<file path="config.mk">
export PLATFORM = sky130hd
export DESIGN_NAME = tens
export DESIGN_NICKNAME = d
export VERILOG_FILES = /design/src/rtl/tens.sv
export SDC_FILE = /design/constraint.sdc
export NUM_CORES = 1
export LEC_CHECK = 0
export BUFFER_PORTS_ARGS = -buffer_cell sky130_fd_sc_hd__buf_2
export CELL_PAD_IN_SITES_DETAIL_PLACEMENT = 2
export CELL_PAD_IN_SITES_GLOBAL_PLACEMENT = 2
export CORE_ASPECT_RATIO = 0.75
export CORE_MARGIN = 4
export CORE_UTILIZATION = 39
export DETAILED_ROUTE_END_ITERATION = 6
export HOLD_SLACK_MARGIN = 0.05
export PLACE_DENSITY_LB_ADDON = 0.1
export SLEW_MARGIN = 40
export SYNTH_ARGS = -nofsm -noshare
export SYNTH_HDL_FRONTEND = slang
export SYNTH_SLANG_ARGS = --single-unit
</file>
<file path="constraint.sdc">
create_clock -name i_clk -period 2.6 [get_ports i_clk]
set_input_delay 0.52 -clock i_clk [delete_from_list [all_inputs] [get_ports i_clk]]
set_output_delay 0.52 -clock i_clk [all_outputs]
set_load 0.1 [all_outputs]
</file>
<file path="src/rtl/tens.sv">
// tens: sequential 8-bit binary to 3-digit BCD converter (double dabble).
// Ports: i_clk, i_rst_n, i_start, i_bin[7:0] in; o_busy, o_done, o_D2/o_D1/o_D0 out.
module tens (
  input  logic       i_clk,
  input  logic       i_rst_n,
  input  logic       i_start,
  input  logic [7:0] i_bin,
  output logic       o_busy,
  output logic       o_done,
  output logic [3:0] o_D2,
  output logic [3:0] o_D1,
  output logic [3:0] o_D0
);

  typedef enum logic {
    IDLE,
    SHIFT
  } state_t;

  state_t      state_q;
  state_t      state_d;
  logic [19:0] sr_q;
  logic [2:0]  cnt_q;
  logic [19:0] adj;
  logic [19:0] shifted;
  logic        last;

  function automatic logic [3:0] add3(
    input logic [3:0] n
  );
    return (n >= 4'd5) ? n + 4'd3 : n;
  endfunction

  // Corrections use pre-step nibbles, then the whole word shifts.
  always_comb begin
    adj     = {add3(sr_q[19:16]),
               add3(sr_q[15:12]),
               add3(sr_q[11:8]),
               sr_q[7:0]};
    shifted = {adj[18:0], 1'b0};
    last    = (cnt_q == 3'd7);
  end

  always_ff @(posedge i_clk or negedge i_rst_n) begin
    if (!i_rst_n) begin
      state_q <= IDLE;
    end else begin
      state_q <= state_d;
    end
  end

  always_comb begin
    state_d = state_q;
    unique case (state_q)
      IDLE:    if (i_start) state_d = SHIFT;
      SHIFT:   if (last) state_d = IDLE;
      default: state_d = IDLE;
    endcase
  end

  always_ff @(posedge i_clk or negedge i_rst_n) begin
    if (!i_rst_n) begin
      sr_q   <= '0;
      cnt_q  <= '0;
      o_busy <= 1'b0;
      o_done <= 1'b0;
      o_D2   <= '0;
      o_D1   <= '0;
      o_D0   <= '0;
    end else begin
      o_done <= 1'b0;
      unique case (state_q)
        IDLE: begin
          if (i_start) begin
            sr_q   <= {12'b0, i_bin};
            cnt_q  <= '0;
            o_busy <= 1'b1;
          end
        end
        SHIFT: begin
          sr_q  <= shifted;
          cnt_q <= cnt_q + 3'd1;
          if (last) begin
            o_D2   <= shifted[19:16];
            o_D1   <= shifted[15:12];
            o_D0   <= shifted[11:8];
            o_done <= 1'b1;
            o_busy <= 1'b0;
          end
        end
        default: ;
      endcase
    end
  end

endmodule

</file>
# Word-level counts from Yosys, hierarchy flattened
# Index checks and enable logic that the tools add are counted.
# Widths: inputs -> output; s select.
[word_totals]
reg_bits = 38
input_bits = 11
elab_cells = 36
[op_classes]
eq_ne = 3
addsub = 4
muxes = 15
n_reduce_logical = 2
bitwise = 1
n_lt_le_gt_ge = 3
[op_table]
columns = ["cell", "n"]
rows = [
  ["$pmux 20 s2", 1],
  ["$mux 20", 1],
  ["$ge 4x3->1 const B", 3],
  ["$add 4x2->4 const B", 2],
  ["$mux 4", 2],
  ["$mux 1", 6],
  ["$mux 3", 2],
  ["$pmux 3 s2", 1],
  ["$pmux 1 s2", 2],
  ["$reduce_and 2->1", 2],
  ["$add 3x1->3 const B", 1],
  ["$add 3x2->3 const B", 1],
  ["$eq 3x3->1 const B", 1],
  ["$ne 2x1->1 const B", 1],
  ["$ne 2x2->1 const B", 1],
  ["$not 1->1", 1],
]

# Longest topological paths before layout
[logic_depth]
depth_word = 3
mapped_depth = 7

# Worst setup path before layout
# No wires, ideal clock.
[synth_path]
kind = "reg-to-reg"
startpoint = "register cnt_q[0]"
endpoint = "register o_D0[2]"
setup_slack_ps = 1107
arrival_time_ps = 1397
setup_ps = 95
stages_incl_launch_ff = 8
required_time_ps = 2505
synth_period_minus_slack_ps = 1493
cell_sequence = "dfrtp_1 ha_1 ha_1 nand2_4 buf_2 buf_2 nand2_1 o31ai_1"
[synth_via]
elab_chain_cells = 2
[synth_rtl]
columns = ["item", "line", "text"]
rows = [
  ["start, declared", "23", "logic [2:0] cnt_q;"],
  ["start signal, assigned", "82", "cnt_q <= cnt_q + 3'd1;"],
  ["$eq 3x3->1", "41", "last = (cnt_q == 3'd7);"],
  ["$reduce_and 2->1 (no line)", "n/a", ""],
  ["end signal, assigned", "86", "o_D0 <= shifted[11:8];"],
  ["end, declared", "12", "output logic [3:0] o_D0"],
]
# Every way passes these cells.
# A chain may end at the register's enable or synchronous reset.

# Final worst setup path
[layout_path]
startpoint = "register cnt_q[0]"
endpoint = "register o_D2[0]"
[layout_via]
elab_chain_cells = 2
[layout_rtl]
columns = ["item", "line", "text"]
rows = [
  ["$eq 3x3->1", "41", ""],
  ["$reduce_and 2->1 (no line)", "n/a", ""],
  ["end signal, assigned", "84", "o_D2 <= shifted[19:16];"],
  ["end, declared", "10", "output logic [3:0] o_D2,"],
]
# Every way passes these cells.

==> impl_metrics.toml <==
[clock_tree]
postCtsHoldBufs = 0
post-cts-setup-buffer-count = 0
tritoncts = "yes"
cts_sinks = 38
cts_made_buffers = 5
clock_latency_ns = 0.29
clock_path_buffers = 2
cts.root.buffer_cell = "clkbuf_8"
cts_resized = 0
ctsHtreeMaxLevel = 2
clk_pin_slew_worst_paths_ns = 0.08

[routing]
wl_um = 5397
first_iter_violations = 68
via_count = 1602
viasPerCell = 5.721
drc_errors = 0
wl_met1_um = 2499
firstDrtPassIters = 4
ant_nets = 0
wl_met2_um = 2713
routed.top_layer = "met4"
routedWlPerCell_um = 19.28
wl_met3_um = 134

[cells_and_area]
nets = 238
most-common-layout-cells = "dfrtp_1 (38), nand2_1 (29), buf_2 (23), o21ai_0 (14), nand3_1 (14)"
drive_gt1_share_pct = 17.73
stdcell_area_sq_mm = 0.002216
area_growth_pct = 11.88
antenna_cells = 0
mostFrequentLayoutCell = "dfrtp_1"

[logic_synthesis]
syn_nets = 221
ys_seq_area_share_pct = 48.01
ys_warn_count = 0
syn_area_sq_mm = 0.001981
avgSynthCellArea_sq_um = 9.805
synth.distinct_cells = 34
syn-instance-count = 202
ys_ff_latch = 38

[sta]
relSlewSlack_pct = 61.27
hold_violations = 0
fmax_mhz = 563.3
clock-skew-final_ns = 0.004050
grt_setup_unrepaired = "false"
final_max_slew_viol_count = 0
tns_ns = 0
worstMarginPinSlew_ns = 0.5809
setup_viol = 0
fin_crit_sh_pct = 68.28
fin_crit_ns = 1.775
hold-worst-slack_ns = 0.1943

[floorplanning]
pin_count = 25
core_sq_mm = 0.004900
die_h_um = 69.72
die_x_um = 90.29
initial_utilization_pct = 40.42
rows = 22
die_area_sq_mm = 0.006295

[setup_path]
cp-end-kind = "flip-flop"
cp-start-kind = "flip-flop"
critPathMaxFanout = 23
required_ns = 2.83
arrival_ns = 2.00
path_class = "flip-flop to flip-flop"

[global_routing]
grt_first_pass_wirelength_um = 9370
grt_max_degree = 39
grt_pass1_vias = 1782
gr-total-overflow = 0
grt_usage_pct = 18.68
antenna_found_initial = 0

[placement]
placed_area_sq_mm = 0.002106
portBuffers = 24
dp_hpwl_um = 3641
place_congestion = 0.7707

[worst_hold_path]
hp-class = "primary input to asynchronous set/reset pin"

[run_status]
status = "completed"

[run]
drv_cap = 0
[logic make-up after synthesis]
family | count (synthesis) | synth area share [%]
fa+ha+maj | 8 | 5.054
buf+inv | 26 | 6.317
mux | 8 | 4.043
flops | 38 | 48.01
compound gates | 55 | 20.15
simple gates | 67 | 16.42
[path summary, 6_finish.rpt]
kind                          start  slack (ns)  depth (start not counted)  endpoint
min in group i_clk          o_D1[3]        0.48                          2   o_D1[3]
setup reg to reg           cnt_q[0]        0.82                          5   o_D2[0]
setup / recovery           cnt_q[0]        0.82                          5   o_D2[0]
max in group asynchronous   i_rst_n        2.06                          1   o_D2[1]
hold reg to reg             o_D1[3]        0.48                          2   o_D1[3]
hold / removal              i_rst_n        0.19                          1   o_D1[2]
[stage by stage]
step           utilization [%]  instances  setup slack [ns]
2_1_floorplan                -        202             1.107
3_5_place_dp             42.98        272            0.8699
3_3_place_gp             42.93        272            0.9298
5_1_grt                  45.22        280            0.6759
4_1_cts                  45.22        280            0.8307
6_report                 45.22        280            0.8247
[critical path: stages, from the launching register on]
cell and delay, ns:
dfrtp_1 0.38, ha_1 0.16, ha_1 0.29, nand2_4 0.20, or4_1 0.58, nand3_1 0.10
[sequential cells by signal, indices dropped and copies added (netlist names)]
| signal | flops |
|---|---|
| cnt_q | 3 |
| state_q | 1 |
| o_busy | 1 |
| o_D0 | 4 |
| o_done | 1 |
| o_D2 | 4 |
| sr_q | 20 |
| o_D1 | 4 |
[cell type report]
type	instances	area [sq um]
fillers	536	2684
flip-flops and latches	38	950.9
multi-input cells	138	904.6
repair buffers	26	137.6
clock buffers	8	110.1
well taps	60	75.07
inverters	10	37.54
[synthesized netlist by cell type (all sizes together)]
master  instances  area, sq um
nand4           2        12.51
a31oi           3        18.77
nand3          14        70.07
nand2          30        120.1
mux2i           8        80.08
nor2            5        18.77
a22o            2        17.52
a21oi           4        20.02
a311o           2        20.02
dfrtp          38        950.9
clkbuf          4        15.01
o31ai           7        52.55
a2111o          6        67.56
o21ai          16        87.59
or4             2        15.01
inv            10        37.54
ha              8        100.1
nand2b          3        18.77
buf            12        72.57
a32oi           2        17.52
nor3            2        10.01
nor2b           4        25.02
nor4            2        12.51
o32a            1        10.01
a21boi          3        22.52
o311ai          2        17.52
nor3b           3        22.52
o22ai           4        25.02
a211oi          3        22.52
[per-layer routing]
| metal | global-route usage (%) | vias to the layer above |
|---|---|---|
| met2 | 32.12 | 17 |
| met5 | 0 | - |
| met1 | 23.93 | 814 |
| met4 | 4.924 | 0 |
| li1 | - | 767 |
| met3 | 3.905 | 4 |
Power is left out: the tool's default activity adds up to more than one toggle a clock period on the data nets, which glitch-free logic cannot reach.
